## config.mk

```make
export PLATFORM = sky130hd
export DESIGN_NAME = branch_predictor
export DESIGN_NICKNAME = d
export VERILOG_FILES = /design/src/rtl/branch_predictor.sv
export SDC_FILE = /design/constraint.sdc
export NUM_CORES = 1
export LEC_CHECK = 0
export CAP_MARGIN = 40
export CORE_ASPECT_RATIO = 2
export CORE_UTILIZATION = 45
export DETAILED_ROUTE_END_ITERATION = 10
export PLACE_DENSITY = 0.66
export SLEW_MARGIN = 20
export SYNTH_ARGS = -nofsm -noshare
export SYNTH_HDL_FRONTEND = slang
export SYNTH_SLANG_ARGS = --single-unit
```

## constraint.sdc

```tcl
create_clock -name clk -period 13 [get_ports clk]
set_input_delay 3.25 -clock clk [delete_from_list [all_inputs] [get_ports clk]]
set_output_delay 3.25 -clock clk [all_outputs]
set_load 0.01 [all_outputs]
```

## src/rtl/branch_predictor.sv

```systemverilog
// Bimodal 64x2-bit branch predictor: combinational (0-cycle) lookup; updates land at the clock edge.
// The compare-unit stream is never back-pressured: updates during reset or the init walk are dropped.
module branch_predictor #(
  parameter int unsigned IDX_W    = 6,
  parameter logic [1:0]  CTR_INIT = 2'b01
) (
  input  logic        clk,
  input  logic        rst,
  input  logic [31:0] pred_pc,
  input  logic        pred_is_branch,
  input  logic [31:0] pred_imm,
  output logic        pred_ready,
  output logic        pred_taken,
  output logic [31:0] pred_pc_next,
  input  logic [33:0] cmp_in,
  output logic [31:0] upd_count
);

  localparam int unsigned N_ENT = 1 << IDX_W;

  typedef enum logic {ST_INIT, ST_RUN} state_e;

  typedef struct packed {
    logic        we;
    logic        taken;
    logic [31:0] pc;
  } cmp_t;

  state_e           state_q, state_d;
  logic [IDX_W-1:0] init_idx_q, init_idx_d;
  logic [31:0]      upd_count_q, upd_count_d;
  logic             pred_ready_q, pred_ready_d;

  // No reset on the table: the init walk is the only way it gets defined contents.
  logic [1:0]       ctr_q [N_ENT];

  cmp_t             cmp;
  logic             upd_acc;
  logic [IDX_W-1:0] upd_idx;
  logic [1:0]       upd_old, upd_new;
  logic             tbl_we;
  logic [IDX_W-1:0] tbl_widx;
  logic [1:0]       tbl_wdat;
  logic [IDX_W-1:0] lk_idx;
  logic [1:0]       lk_ctr;

  always_comb begin
    cmp     = cmp_t'(cmp_in);
    upd_idx = cmp.pc[IDX_W+1:2];
    upd_old = ctr_q[upd_idx];
    upd_acc = (state_q == ST_RUN) && cmp.we && (cmp.pc != 32'd0);
    upd_new = upd_old;
    if (cmp.taken) begin
      if (upd_old != 2'b11) upd_new = upd_old + 2'b01;
    end else begin
      if (upd_old != 2'b00) upd_new = upd_old - 2'b01;
    end
  end

  always_comb begin
    state_d     = state_q;
    init_idx_d  = init_idx_q;
    upd_count_d = upd_count_q;
    case (state_q)
      ST_INIT: begin
        init_idx_d = init_idx_q + IDX_W'(1);
        if (&init_idx_q) state_d = ST_RUN;
      end
      ST_RUN: begin
        if (upd_acc) upd_count_d = upd_count_q + 32'd1;
      end
      default: state_d = ST_INIT;
    endcase
    pred_ready_d = (state_d == ST_RUN);
  end

  always_comb begin
    tbl_we   = !rst && ((state_q == ST_INIT) || upd_acc);
    tbl_widx = (state_q == ST_INIT) ? init_idx_q : upd_idx;
    tbl_wdat = (state_q == ST_INIT) ? CTR_INIT : upd_new;
  end

  always_ff @(posedge clk) begin
    if (rst) begin
      state_q      <= ST_INIT;
      init_idx_q   <= '0;
      upd_count_q  <= '0;
      pred_ready_q <= 1'b0;
    end else begin
      state_q      <= state_d;
      init_idx_q   <= init_idx_d;
      upd_count_q  <= upd_count_d;
      pred_ready_q <= pred_ready_d;
    end
  end

  always_ff @(posedge clk) begin
    if (tbl_we) ctr_q[tbl_widx] <= tbl_wdat;
  end

  // Lookup reads the pre-update counter; a same-cycle write is seen next cycle.
  always_comb begin
    lk_idx       = pred_pc[IDX_W+1:2];
    lk_ctr       = ctr_q[lk_idx];
    pred_taken   = 1'b0;
    pred_pc_next = pred_pc + 32'd4;
    if (pred_ready_q && pred_is_branch && lk_ctr[1]) begin
      pred_taken   = 1'b1;
      pred_pc_next = pred_pc + pred_imm;
    end
  end

  assign pred_ready = pred_ready_q;
  assign upd_count  = upd_count_q;

endmodule

```

* Yosys cells after proc, flatten, opt, wreduce, memory -nomap -nowiden
Memory sizes are Yosys's and may differ from the RTL's.
Index checks and enable logic that the tools add are counted.
** Word-level totals
- Flip-flop bits (word level) :: 39
- Memory bits (writable) :: 128
- Output and inout bits :: 66
- Word-level logic and storage cells :: 34
- Memories :: 1
** Cells by class
- Add/subtract/negate cells :: 6
- Eq/ne operators :: 1
- Multiplexer cells :: 11
- Bitwise gates (word level) :: 1
- Reduce and logical (&&, ||, !) cells :: 11
** Memory list
- ctr_q :: words 64, bits a word 2, rd ports 2, clocked after memory_dff 0, write ports 1, line 35 : logic [1:0] ctr_q [N_ENT];
** Operators by type and width (number)
- 32-bit by 1-bit adder with 32-bit output (second input constant) :: 1
- 32-bit by 3-bit adder with 32-bit output (second input constant) :: 1
- 32-bit adder :: 1
- 32-bit 2-to-1 mux :: 1
- 32-bit nonzero test :: 1
- 2-bit 2-to-1 mux :: 4
- 6-bit by 1-bit adder with 6-bit output (second input constant) :: 1
- 6-bit 2-to-1 mux :: 1
- 6-bit AND reduction :: 1
- 1-bit logical AND :: 5
- 1-bit 2-to-1 mux :: 5
- 2-bit by 1-bit adder with 2-bit output (second input constant) :: 1
- 2-bit != test (second input constant) :: 1
- 2-bit AND reduction :: 1
- 2-bit nonzero test :: 1
- 2-bit by 1-bit subtractor with 2-bit output (second input constant) :: 1
- 1-bit logical NOT :: 1
- 1-bit logical OR :: 1
- 1-bit NOT :: 1

* Logic depth before layout (Yosys ltp)
- Depth in word-level cells :: 6
- Mapped depth :: 11
- Depth with buffers taken out :: 10

* Least setup slack after synthesis
Ideal clock, no wire load.
- Path kind :: in2out
- From :: input pred_pc[9]
- To :: output pred_pc_next[31]
- Data arrival time :: 5.470 ns
- Data required time :: 9.750 ns
- Setup slack :: 4.280 ns
- Stages :: 9
- Cells stage by stage :: ha_1 -> and3_1 -> a31o_2 -> a211oi_1 -> a21oi_1 -> o211ai_1 -> a21oi_1 -> or4b_2 -> o2111ai_1
** Between the ends
- Word-level cells in the longest chain between the ends :: 2
** RTL lines
- start, declared :: line 9 : input logic [31:0] pred_pc,
- 32-bit by 3-bit adder with 32-bit output / 32-bit adder (equally long branches) :: line 106, 109
- 32-bit 2-to-1 mux * :: line 107 : if (pred_ready_q && pred_is_branch && lk_ctr[1]) begin
- end, declared :: line 14 : output logic [31:0] pred_pc_next,
Mark *: on every way between the ends. The rest lies on a longest branch, timed or not.

* Worst setup path in the final report
- From :: input pred_pc[6]
- To :: output pred_pc_next[31]
** Between the ends
- Word-level cells in the longest chain between the ends :: 3
** RTL lines (line)
- branches (longest 2 deep; another with 32-bit by 3-bit adder with 32-bit output)
- 32-bit 2-to-1 mux * :: 107
Mark *: on every way between the ends.

==> impl_metrics.json <==
{
  "grt.overflow.total": 0,
  "seq_power_share": 0.443,
  "grt_pass1_wl_mm": 44.5,
  "path_cells": "clkdlybuf4s50_1, ha_1, a21o_1, a31o_2, a211oi_1, a21oi_1, o211ai_1, a21oi_1, or4b_2, o2111ai_1, clkdlybuf4s50_1",
  "final_cell_mix": "clkdlybuf4s50_1, nor2_1, edfxtp_1, nand2_1, mux4_2",
  "area_growth_syn_to_layout_pct": 25.4,
  "htreeDepth": 4,
  "slowest_delay_ns": 0.69,
  "skew_ns": 0.00960,
  "clk-insertion-delay-late_ns": 0.44,
  "outcome": "completed",
  "worstMarginPinSlew_ns": 0.843,
  "start_util": 0.457,
  "finalSetupViolCount": 0,
  "min_path_type": "reg2reg",
  "slew-limit-headroom": 0.436,
  "ant_nets": 0,
  "p_leak_nw": 4.48,
  "intPower_w": 0.000982,
  "grt_max_degree": 45,
  "dieWidth_um": 108,
  "final_hold_viol_count": 0,
  "finalCritPeriodShare": 0.807,
  "post-cts-setup-buffers": 0,
  "coreArea_mm2": 0.0220,
  "drc": 0,
  "worstSetupStartpointType": "input pin",
  "synthArstFlopShare": 0,
  "wl_per_cell_um": 21.8,
  "syn_avg_cell_area_um2": 11.0,
  "worstSetupPathType": "in2out",
  "swShare": 0.237,
  "antenna_found_initial": 0,
  "synthCells": 912,
  "numPortBuffers": 166,
  "yosysSeqAreaShare": 0.461,
  "nets": 1206,
  "fin_setup_tns_ns": 0,
  "final_common_cell": "clkdlybuf4s50_1",
  "dr.pass1.iters": 5,
  "worstReg2RegStart": "ctr_q[4][0]",
  "place_congestion": 0.912,
  "cts_hold_buffers": 0,
  "first_global_vias": 8246,
  "yosys_warnings": 0,
  "power-per-cell-area_mw_per_mm2": 102,
  "clockBufferDepth": 2,
  "avgViaCountPerCell": 5.91,
  "drtIter0Drc": 549,
  "p_switching_w": 0.000306,
  "synth_nets": 1048,
  "arrival_ns": 7.24,
  "endpoint_kind": "output pin",
  "synth_area_leaders": "edfxtp_1, mux4_2, dfxtp_1",
  "critPathBufInv": 2,
  "holdWs_ns": 0.510,
  "drive_gt1_frac": 0.103,
  "startpoint": "pred_pc[6]",
  "finalWirelength_mm": 29.6,
  "synth_top_cell_by_area": "edfxtp_1",
  "max_freq_mhz": 95.3,
  "dieArea_mm2": 0.0229,
  "slew_viol_final": 0,
  "synth-main-ff-cell": "edfxtp_1",
  "clockPowerShare": 0.396,
  "synth_seq_cells": 167,
  "cts-root-buf": "clkbuf_16",
  "die_h_um": 213,
  "critPathRequiredTime_ns": 9.75,
  "diodes": 0,
  "crit_path_top_delay_cell": "clkdlybuf4s50_1",
  "yosys.area.top_type_share": 0.383,
  "maxCapViolCount": 0,
  "hold_start": "upd_count[20]",
  "ir_worst_vdd_mv": 0.0876,
  "clock-sinks": 167,
  "clk_pin_slew_ns": 0.06,
  "cts_buffers": 17,
  "rows": 77,
  "cts_resized": 0,
  "cpLargestDelayFamily": "compound AO/OA/AOI/OAI gates",
  "grtUsageTotal": 0.267,
  "rsz0062_at_grt": "no",
  "vias": 8034,
  "dpl.hpwl_mm": 22.4,
  "crit_fanout": 9,
  "total_power_w": 0.00129,
  "final_util": 0.573,
  "comb_power_share": 0.161,
  "synth_edf_count": 128,
  "ys_types": 60,
  "period_needed_ns": 10.49,
  "ioPinCount": 167,
  "syn_area_mm2": 0.0100,
  "tritoncts": "built"
}
==> per-stage QoR <==
stage	instance area [µm²]	setup slack [ns]	cells
after global routing	12600	2.38	1359
after global placement	11900	2.34	1324
after detailed placement	12000	2.58	1326
after CTS	12600	2.58	1358
after floorplan	10000	4.28	912
final	12600	2.51	1359
==> flip-flops by register name, summed over array words and instances, names as in the netlist <==
register	cells
upd_count	32
ctr_q	128
pred_ready	1
init_idx_q	6
==> power by group through the flow <==
stage	sequential, W	combinational [W]	clock, W
final	0.000570	0.000207	0.000510
after global routing	0.000570	0.000223	0.000536
after CTS	0.000570	0.000205	0.000516
after detailed placement	0.000581	0.000204	0
after global placement	0.000581	0.000203	0
after floorplan	0.000581	0.000120	0
==> cell type report <==
class	instances	area, µm²
well taps	276	345
fillers	1937	9380
inverters	13	48.8
multi-input cells	694	5210
clock inverters	6	56.3
flip-flops and latches	167	4620
clock buffers	26	554
repair buffers	177	1750
==> per-layer routing <==
metal  track usage  up-vias  part of all wire
met1         0.245     3880              0.32
met3        0.0498       87             0.048
met4         0.171        0             0.061
li1              -     3762                 -
met5             0        -                 0
met2         0.518      305              0.57
==> final timing paths <==
path	endpoint	slack [ns]	depth (start not counted)
min reg2reg	upd_count[20]	0.51	2
max reg2reg	ctr_q[3][0]	9.73	6
max	pred_pc_next[31]	2.51	11
min	upd_count[20]	0.51	2
==> logic make-up after synthesis <==
kind of cell,after synthesis,synth area share
xor+xnor,82,0.0715
simple gates,344,0.159
buf+inv,51,0.0227
mux,67,0.139
flops,167,0.461
fa+ha+maj,35,0.0444
compound gates,166,0.103
==> cells in the mapped netlist, drive strengths merged (7+ instances only) <==
cell type and instances:
nand2 86, and2 7, dfxtp 39, o21ai 47, buf 16, a211oi 8
xnor2 33, ha 34, nor4 8, and3 19, clkbuf 22, inv 12
a21o 19, or3 11, nor2b 7, xor2 49, a21oi 49, nor2 128
nand4 22, nand3 32, edfxtp 128, mux4 58
==> worst min-delay path, stage by stage (launching register included) <==
cell     delay (ns)
dfxtp_1        0.33
o21ai_0        0.08
a21oi_1        0.06
(Power assumes the default switching activity.)
